[src/rtl/sdr_dsp_pkg.sv]
// Shared DSP helpers: round-half-up / arithmetic shift / saturate, used by
// several datapath blocks so they all clamp and flag overflow identically.
package sdr_dsp_pkg;

    // Internal working width for sat_round; wide enough for any caller's accumulator.
    localparam int MAXW = 64;

    typedef struct packed {
        logic                   ovf;
        logic signed [MAXW-1:0] y;
    } sat_t;

    // Round half up by 2**(shift-1), shift right arithmetically, then clamp to
    // a signed ow-bit range. ovf reports that the clamp was applied.
    function automatic sat_t sat_round(input logic signed [MAXW-1:0] val,
                                       input int shift,
                                       input int ow);
        logic signed [MAXW-1:0] one;
        logic signed [MAXW-1:0] r;
        logic signed [MAXW-1:0] hi;
        logic signed [MAXW-1:0] lo;
        sat_t res;
        one = 1;
        r   = val;
        if (shift > 0) begin
            r = r + (one <<< (shift - 1));
        end
        r  = r >>> shift;
        hi = (one <<< (ow - 1)) - one;
        lo = ~hi;
        res.ovf = 1'b0;
        res.y   = r;
        if (r > hi) begin
            res.ovf = 1'b1;
            res.y   = hi;
        end else if (r < lo) begin
            res.ovf = 1'b1;
            res.y   = lo;
        end
        return res;
    endfunction

endpackage

[src/rtl/sdr_round_sat.sv]
// Output stage for one component: round, shift and saturate the accumulator
// and register the result. Holds its value until the next enabled update.
module sdr_round_sat
    import sdr_dsp_pkg::*;
#(
    parameter int IW    = 29,
    parameter int OW    = 21,
    parameter int SHIFT = 0
) (
    input  logic                 clk,
    input  logic                 reset,
    input  logic                 ce,
    input  logic                 en,
    input  logic signed [IW-1:0] val,
    output logic signed [OW-1:0] y,
    output logic                 ovf
);

    sat_t res;
    logic unused_hi;

    // Combinational round/saturate of the current accumulator value.
    always_comb begin
        res = sat_round(MAXW'(val), SHIFT, OW);
    end

    // After saturation the bits above OW are pure sign copies.
    assign unused_hi = ^res.y[MAXW-1:OW];

    // Capture a new result only when a dump is presented; otherwise hold.
    always_ff @(posedge clk or posedge reset) begin
        if (reset) begin
            y   <= '0;
            ovf <= 1'b0;
        end else if (ce && en) begin
            y   <= res.y[OW-1:0];
            ovf <= res.ovf;
        end
    end

endmodule

[src/rtl/sdr_cmult_pipe.sv]
// Pipelined signed complex multiplier (optionally a*conj(b)) followed by an
// integrate-and-dump accumulator and a rounding/saturating output stage.
// Five register stages; ce freezes every register including valid and count.
module sdr_cmult_pipe
    import sdr_dsp_pkg::*;
#(
    parameter int AW    = 10,
    parameter int BW    = 10,
    parameter int OW    = 21,
    parameter int SHIFT = 0,
    parameter int ACCW  = 8
) (
    input  logic                   clk,
    input  logic                   reset,
    input  logic                   ce,
    input  logic                   in_valid,
    input  logic signed [AW-1:0]   a_i,
    input  logic signed [AW-1:0]   a_q,
    input  logic signed [BW-1:0]   b_i,
    input  logic signed [BW-1:0]   b_q,
    input  logic                   conj_b,
    input  logic [ACCW-1:0]        acc_len,
    output logic                   out_valid,
    output logic signed [OW-1:0]   y_i,
    output logic signed [OW-1:0]   y_q,
    output logic                   ovf
);

    localparam int PRW = AW + BW;      // single partial product
    localparam int PW  = AW + BW + 1;  // sum of two products, never wraps
    localparam int SW  = PW + ACCW;    // accumulator, holds 2**ACCW-1 products

    // S1 operand registers
    logic signed [AW-1:0]   a_i_r, a_q_r;
    logic signed [BW-1:0]   b_i_r, b_q_r;
    logic                   conj1, v1;
    // S2 partial products
    logic signed [PRW-1:0]  p_ii, p_qq, p_iq, p_qi;
    logic                   conj2, v2;
    // S3 complex product
    logic signed [PW-1:0]   re, im;
    logic                   v3;
    // S4 integrate-and-dump
    logic signed [SW-1:0]   acc_re, acc_im;
    logic [ACCW-1:0]        cnt, len_l, len_sel;
    logic                   last_prod, v4;
    logic                   ovf_i, ovf_q;

    // S1: capture operands and their qualifiers together.
    always_ff @(posedge clk or posedge reset) begin
        if (reset) begin
            a_i_r <= '0;
            a_q_r <= '0;
            b_i_r <= '0;
            b_q_r <= '0;
            conj1 <= 1'b0;
            v1    <= 1'b0;
        end else if (ce) begin
            // NOTE: non-blocking so every stage samples its predecessor's old value.
            a_i_r <= a_i;
            a_q_r <= a_q;
            b_i_r <= b_i;
            b_q_r <= b_q;
            conj1 <= conj_b;
            v1    <= in_valid;
        end
    end

    // S2: four full-width signed products, kept as separate registers for DSP mapping.
    always_ff @(posedge clk or posedge reset) begin
        if (reset) begin
            p_ii  <= '0;
            p_qq  <= '0;
            p_iq  <= '0;
            p_qi  <= '0;
            conj2 <= 1'b0;
            v2    <= 1'b0;
        end else if (ce) begin
            p_ii  <= PRW'(a_i_r) * PRW'(b_i_r);
            p_qq  <= PRW'(a_q_r) * PRW'(b_q_r);
            p_iq  <= PRW'(a_i_r) * PRW'(b_q_r);
            p_qi  <= PRW'(a_q_r) * PRW'(b_i_r);
            conj2 <= conj1;
            v2    <= v1;
        end
    end

    // S3: combine partial products; conj flips the sign of b_q's contribution.
    always_ff @(posedge clk or posedge reset) begin
        if (reset) begin
            re <= '0;
            im <= '0;
            v3 <= 1'b0;
        end else if (ce) begin
            if (conj2) begin
                re <= PW'(p_ii) + PW'(p_qq);
                im <= PW'(p_qi) - PW'(p_iq);
            end else begin
                re <= PW'(p_ii) - PW'(p_qq);
                im <= PW'(p_qi) + PW'(p_iq);
            end
            v3 <= v2;
        end
    end

    // Window length comes from acc_len on the first product, from the latch after.
    always_comb begin
        // NOTE: every output gets a value on every path, so no latch is inferred.
        len_sel   = (cnt == '0) ? acc_len : len_l;
        last_prod = ({1'b0, cnt} + (ACCW + 1)'(1)) >= {1'b0, len_sel};
    end

    // S4: first product of a window loads, later ones add; dump after the L-th.
    always_ff @(posedge clk or posedge reset) begin
        if (reset) begin
            acc_re <= '0;
            acc_im <= '0;
            cnt    <= '0;
            len_l  <= '0;
            v4     <= 1'b0;
        end else if (ce) begin
            v4 <= 1'b0;
            if (v3) begin
                if (cnt == '0) begin
                    acc_re <= SW'(re);
                    acc_im <= SW'(im);
                    len_l  <= acc_len;
                end else begin
                    acc_re <= acc_re + SW'(re);
                    acc_im <= acc_im + SW'(im);
                end
                if (last_prod) begin
                    v4  <= 1'b1;
                    cnt <= '0;
                end else begin
                    cnt <= cnt + 1'b1;
                end
            end
        end
    end

    // S5: one-cycle valid pulse aligned with the registered results.
    always_ff @(posedge clk or posedge reset) begin
        if (reset) begin
            out_valid <= 1'b0;
        end else if (ce) begin
            out_valid <= v4;
        end
    end

    sdr_round_sat #(.IW(SW), .OW(OW), .SHIFT(SHIFT)) u_sat_i (
        .clk   (clk),
        .reset (reset),
        .ce    (ce),
        .en    (v4),
        .val   (acc_re),
        .y     (y_i),
        .ovf   (ovf_i)
    );

    sdr_round_sat #(.IW(SW), .OW(OW), .SHIFT(SHIFT)) u_sat_q (
        .clk   (clk),
        .reset (reset),
        .ce    (ce),
        .en    (v4),
        .val   (acc_im),
        .y     (y_q),
        .ovf   (ovf_q)
    );

    assign ovf = ovf_i | ovf_q;

endmodule
[config.mk]
export PLATFORM = sky130hd
export DESIGN_NAME = sdr_cmult_pipe
export DESIGN_NICKNAME = d
export VERILOG_FILES = /design/src/rtl/sdr_dsp_pkg.sv /design/src/rtl/sdr_round_sat.sv /design/src/rtl/sdr_cmult_pipe.sv
export SDC_FILE = /design/constraint.sdc
export NUM_CORES = 2
export LEC_CHECK = 0
export BUFFER_PORTS_ARGS = -buffer_cell sky130_fd_sc_hd__buf_2
export CORE_AREA = 3 3 265 267
export DETAILED_ROUTE_END_ITERATION = 16
export DIE_AREA = 0 0 268 270
export PLACE_DENSITY = 0.62
export SYNTH_ARGS = -nofsm -noshare
export SYNTH_HDL_FRONTEND = slang
export SYNTH_SLANG_ARGS = --single-unit
[constraint.sdc]
create_clock -name clk -period 8 [get_ports clk]
set_input_delay 0.4 -clock clk [delete_from_list [all_inputs] [get_ports clk]]
set_output_delay 0.4 -clock clk [all_outputs]
set_load 0.02 [all_outputs]
* Word-level counts from Yosys, hierarchy flattened *
Index checks and enable logic that the tools add are counted.

word-level totals
  register bits after elaboration = 287
  bits of input ports = 53
  output and inout port bits = 44
  word-level logic and storage cells = 58

operators by class
  $add $sub $neg = 8
  multiply operators = 4
  order comparisons = 5
  mux-type cells = 12
  bitwise logic cells = 1
  reductions and logical operators = 3

operators by type and width
  operator              number
  $mux 65               4
  $mul 10x10->20        4
  $add 29x21->29        2
  $gt 29x21->1 const B  2
  $lt 29x21->1 const B  2
  $mux 29               2
  $add 20x20->21        2
  $mux 21               2
  $sub 20x20->21        2
  $mux 8                2
  $add 8x1->9 const B   1
  $ge 9x8->1            1
  $add 8x1->8 const B   1
  $logic_not 8->1       1
  $mux 1                2
  $reduce_and 2->1      1
  $logic_and 1x1->1     1
  $or 1x1->1            1

* Longest topological paths before layout *
  word-level depth = 5
  gate-level depth with buffers = 21
  depth with buffers taken out = 20

* Modules after synthesis *
Synthesis repeated with hierarchy kept, for this count alone.

second synthesis, totals
  cells, all modules = 3634
  area total of the unflattened synthesis = 33081.7 µm²

modules (own cells, without submodules)
  module          times used  cells an instance  area each (µm²)  sequential area each (µm²)
  sdr_cmult_pipe  1           3424               31037.3          6080.8
  sdr_round_sat   2           105                1022.2           550.5

* Worst setup path before layout *
No wires, ideal clock.

  kind = flip-flop to flip-flop
  start = register a_q_r[6]
  end = register p_qq[18]
  setup time = 0.125 ns
  arrival time = 5.346 ns
  required time = 7.875 ns
  slack = 2.529 ns
  stages on the path, launching flop included = 22
  path buffers = 1
  clock period less this slack = 5.471 ns
  path through = dfrtp_1 clkbuf_1 nand2_1 fa_1 inv_1 fa_1 inv_1 fa_1 inv_1 fa_1 inv_1 fa_1 inv_1 ha_1 a21o_1 a31o_4 a211oi_4 nor3_2 or4_4 a21oi_2 xnor2_1 mux2_4

between the ends
  word-level cells in the longest chain between the ends = 1

RTL lines
  item                    RTL line              RTL
  from (decl)             sdr_cmult_pipe.sv:34  logic signed [AW-1:0] a_i_r, a_q_r;
  from (signal assigned)  sdr_cmult_pipe.sv:61  a_q_r <= a_q;
  $mul 10x10->20          sdr_cmult_pipe.sv:80  p_qq <= PRW'(a_q_r) * PRW'(b_q_r);
  to (signal assigned)    sdr_cmult_pipe.sv:80
  to (decl)               sdr_cmult_pipe.sv:38  logic signed [PRW-1:0] p_ii, p_qq, p_iq, p_qi;

No other way between the ends.
A chain may end at the register's enable or synchronous reset.

* Final worst setup path *
  start = register b_q_r[1]
  end = register p_qq[18]

between the ends
  word-level cells in the longest chain between the ends = 1

RTL lines
  item                    RTL line              RTL
  from (decl)             sdr_cmult_pipe.sv:35  logic signed [BW-1:0] b_i_r, b_q_r;
  from (signal assigned)  sdr_cmult_pipe.sv:63  b_q_r <= b_q;
  $mul 10x10->20          sdr_cmult_pipe.sv:80

No other way between the ends.

==> load_flow_metrics.sql <==
INSERT INTO impl_metrics (metric_group, metric, value, unit) VALUES
('layout', 'finished_cell_area', '0.0353', 'mm2'),
('place', 'dp.cells', '4409', ''),
('clocking', 'numClockSinks', '287', ''),
('yosys', 'ys_dominant_reg_cell', 'dfrtp_1', ''),
('clocking', 'post_cts.resized_instances', '0', ''),
('floorplanning', 'die_height', '270', 'um'),
('clocking', 'clockBufferDepth', '3', ''),
('global_routing', 'antenna_found_initial', '3', ''),
('yosys', 'ys_seq_area_frac', '0.220', ''),
('detailed_routing', 'post_drt_wl_per_cell', '16.4', 'um'),
('global_routing', 'number_of_global_route_vias_before_repair', '23900', ''),
('layout', 'finalNetCount', '4293', ''),
('layout', 'layout_cell_share_with_drive_strength_beyond_1', '0.0953', ''),
('yosys', 'post_synth_main_area_contributors', 'fa_1 (23%), dfrtp_1 (22%), ha_1 (12%), inv_1 (6.7%), nand2_1 (4.5%)', ''),
('yosys', 'yosysTopAreaCellShare', '0.226', ''),
('detailed_routing', 'detailroute.wirelength.met3', '3.49', 'mm'),
('clocking', 'cts_tree', 'built', ''),
('hold_path', 'timing.hold.worst_path_depth', '2', ''),
('timing', 'timing.hold.ws', '0.0527', 'ns'),
('yosys', 'asyncSetResetFlopFracSynth', '1.00', ''),
('critical_path', 'timing.critical_path.required', '8.45', 'ns'),
('detailed_routing', 'met2_wire_length', '32.8', 'mm'),
('detailed_routing', 'ant_nets', '0', ''),
('clocking', 'cts_buffers', '38', ''),
('run', 'timing.max_cap.violations', '0', ''),
('yosys', 'synth_area_per_cell', '9.15', 'um2'),
('critical_path', 'critical_path_fanouts_max', '21', ''),
('timing', 'slew_viol_final', '0', ''),
('outcome', 'outcome', 'complete, no violations', ''),
('timing', 'hold_viol_final', '0', ''),
('place', 'globalplace.congestion', '0.849', ''),
('floorplanning', 'dieArea', '0.0724', 'mm2'),
('hold_path', 'hold_path_end', 'a_q_r[8]', ''),
('detailed_routing', 'top_layer_used', 'met5', ''),
('yosys', 'syn_nets', '4286', ''),
('yosys', 'yosys.cell_types.count', '77', ''),
('clocking', 'worst_skew_pair.late_latency', '0.58', 'ns'),
('critical_path', 'r2r.worst_path.cells', '17', ''),
('global_routing', 'track_usage', '0.210', ''),
('layout', 'syn2layout_area_growth', '8.17', '%'),
('detailed_routing', 'met1Wirelength', '35.6', 'mm'),
('hold_path', 'hold_class', 'primary input to flop', ''),
('timing', 'min_period', '6.02', 'ns'),
('detailed_routing', 'drt_wl_total', '73.5', 'mm'),
('floorplanning', 'io-pin-count', '97', ''),
('global_routing', 'first_pass_grt_wire_length', '124', 'mm'),
('clocking', 'worst_setup_hold_path_clk_slew', '0.06', 'ns'),
('yosys', 'most_common_library_cells_after_synthesis', 'inv_1 (582), nand2_1 (390), fa_1 (368), ha_1 (304), dfrtp_1 (287)', ''),
('clocking', 'cts-root-buf', 'clkbuf_16', ''),
('floorplanning', 'floorplan.initialDensity', '0.477', ''),
('yosys', 'synth_edf_count', '0', ''),
('floorplanning', 'core_area', '0.0683', 'mm2'),
('critical_path', 'worstPathArrival', '6.47', 'ns'),
('clocking', 'clock_tree.htree_level_count', '2', ''),
('layout', 'n_antenna_cell', '0', ''),
('yosys', 'syn_inst', '3561', ''),
('place', 'placed_cell_area', '0.0338', 'mm2'),
('timing', 'finalSetupTns', '0', 'ns'),
('timing', 'rsz0062_at_grt', 'no', ''),
('critical_path', 'setup.worst_path.end_class', 'flop', ''),
('place', 'place.detailed.hpwl', '56.1', 'mm'),
('global_routing', 'grt_remaining_overflow', '0', ''),
('detailed_routing', 'detailed_router_iteration_count_before_antenna_repair', '5', ''),
('place', 'portBuffers', '96', ''),
('critical_path', 'reg2reg_slack', '1.98', 'ns'),
('yosys', 'yosys_register_bits', '287', ''),
('yosys', 'synth_area_leader_cell', 'fa_1', ''),
('detailed_routing', 'detail_route.iter0.violations', '1308', ''),
('floorplanning', 'core_rows', '96', ''),
('clocking', 'cts_setup_buffers', '0', ''),
('timing', 'worst_tran_pin_value', '1.06', 'ns');
how the worst max path moves through the flow:
stage / depth (start not counted) / end / from
after CTS: 20 / p_qq[18] / b_q_r[1]
after global routing: 18 / p_qi[19] / b_i_r[1]
final: 17 / p_qq[18] / b_q_r[1]
after global placement: 20 / p_qq[18] / b_q_r[1]
after floorplan: 21 / p_qq[18] / a_q_r[6]
after detailed placement: 20 / p_qq[18] / b_q_r[1]
cells by family (layout without fill, tap and decap cells):
kind of cell,count (synthesis),count (layout),share of synthesized area
flip-flops,287,287,0.220
AND/OR/NAND/NOR,930,930,0.134
multiplexers,141,141,0.0483
buffers and inverters,737,774,0.0849
adder cells (fa/ha/maj),672,672,0.343
XOR/XNOR,194,194,0.0521
AO/OA/AOI/OAI,600,600,0.117
cells in the final DEF (no fill, tap or decap), drive strengths merged, types with 14 or more instances in the layout:
| master | count |
|---|---|
| a211oi | 24 |
| a21o | 68 |
| a21oi | 194 |
| a221o | 20 |
| a31oi | 28 |
| and2 | 147 |
| and3 | 23 |
| buf | 119 |
| clkbuf | 51 |
| dfrtp | 287 |
| fa | 368 |
| ha | 304 |
| inv | 586 |
| mux2 | 126 |
| mux2i | 15 |
| nand2 | 390 |
| nand2b | 26 |
| nand3 | 39 |
| nor2 | 160 |
| nor2b | 19 |
| nor3 | 53 |
| o21a | 16 |
| o21ai | 143 |
| o21bai | 18 |
| or3 | 14 |
| xnor2 | 150 |
| xor2 | 44 |
stage by stage:
stage / setup slack (ns) / util
floorplan: 2.53 / -
global placement: 2.02 / 0.495
detailed placement: 1.99 / 0.495
CTS: 1.96 / 0.516
global route: 1.62 / 0.516
finish: 1.98 / 0.516
final cells by class:
class	count	area [um2]
fillers	6370	33100
multi-input cells	2537	22700
flip-flops and latches	287	7180
inverters	584	2200
well taps	882	1100
clock buffers	51	1090
repair buffers	120	682
clock inverters	19	337
state kept, by name, indices dropped and copies added (netlist names), 8 cells and up:
name       count
acc_re        29
p_iq          20
p_qq          20
len_l          8
cnt            8
a_i_r         10
im            21
p_qi          20
u_sat_i.y     21
re            21
u_sat_q.y     21
acc_im        29
b_i_r         10
p_ii          20
b_q_r         10
a_q_r         10
worst max-delay path: stages, from the launching register on:
cell and delay, ns:
dfrtp_1 0.88, nand2_1 0.26, fa_1 0.69, inv_1 0.14
fa_1 0.47, fa_1 0.51, fa_1 0.49, inv_1 0.05
fa_1 0.47, inv_1 0.04, ha_1 0.31, or2_2 0.30
a21oi_1 0.21, nor3_2 0.07, or4_4 0.51, a21oi_2 0.15
xnor2_1 0.07, mux2_4 0.25
metal layers:
metal | vias to the layer above | GRT usage
met3 | 86 | 0.0294
met5 | - | 0
met2 | 454 | 0.330
met4 | 2 | 0.0475
met1 | 11600 | 0.309
li1 | 11600 | -
Power is left out: the tool's default activity adds up to more than one toggle a clock period on the data nets, which glitch-free logic cannot reach.
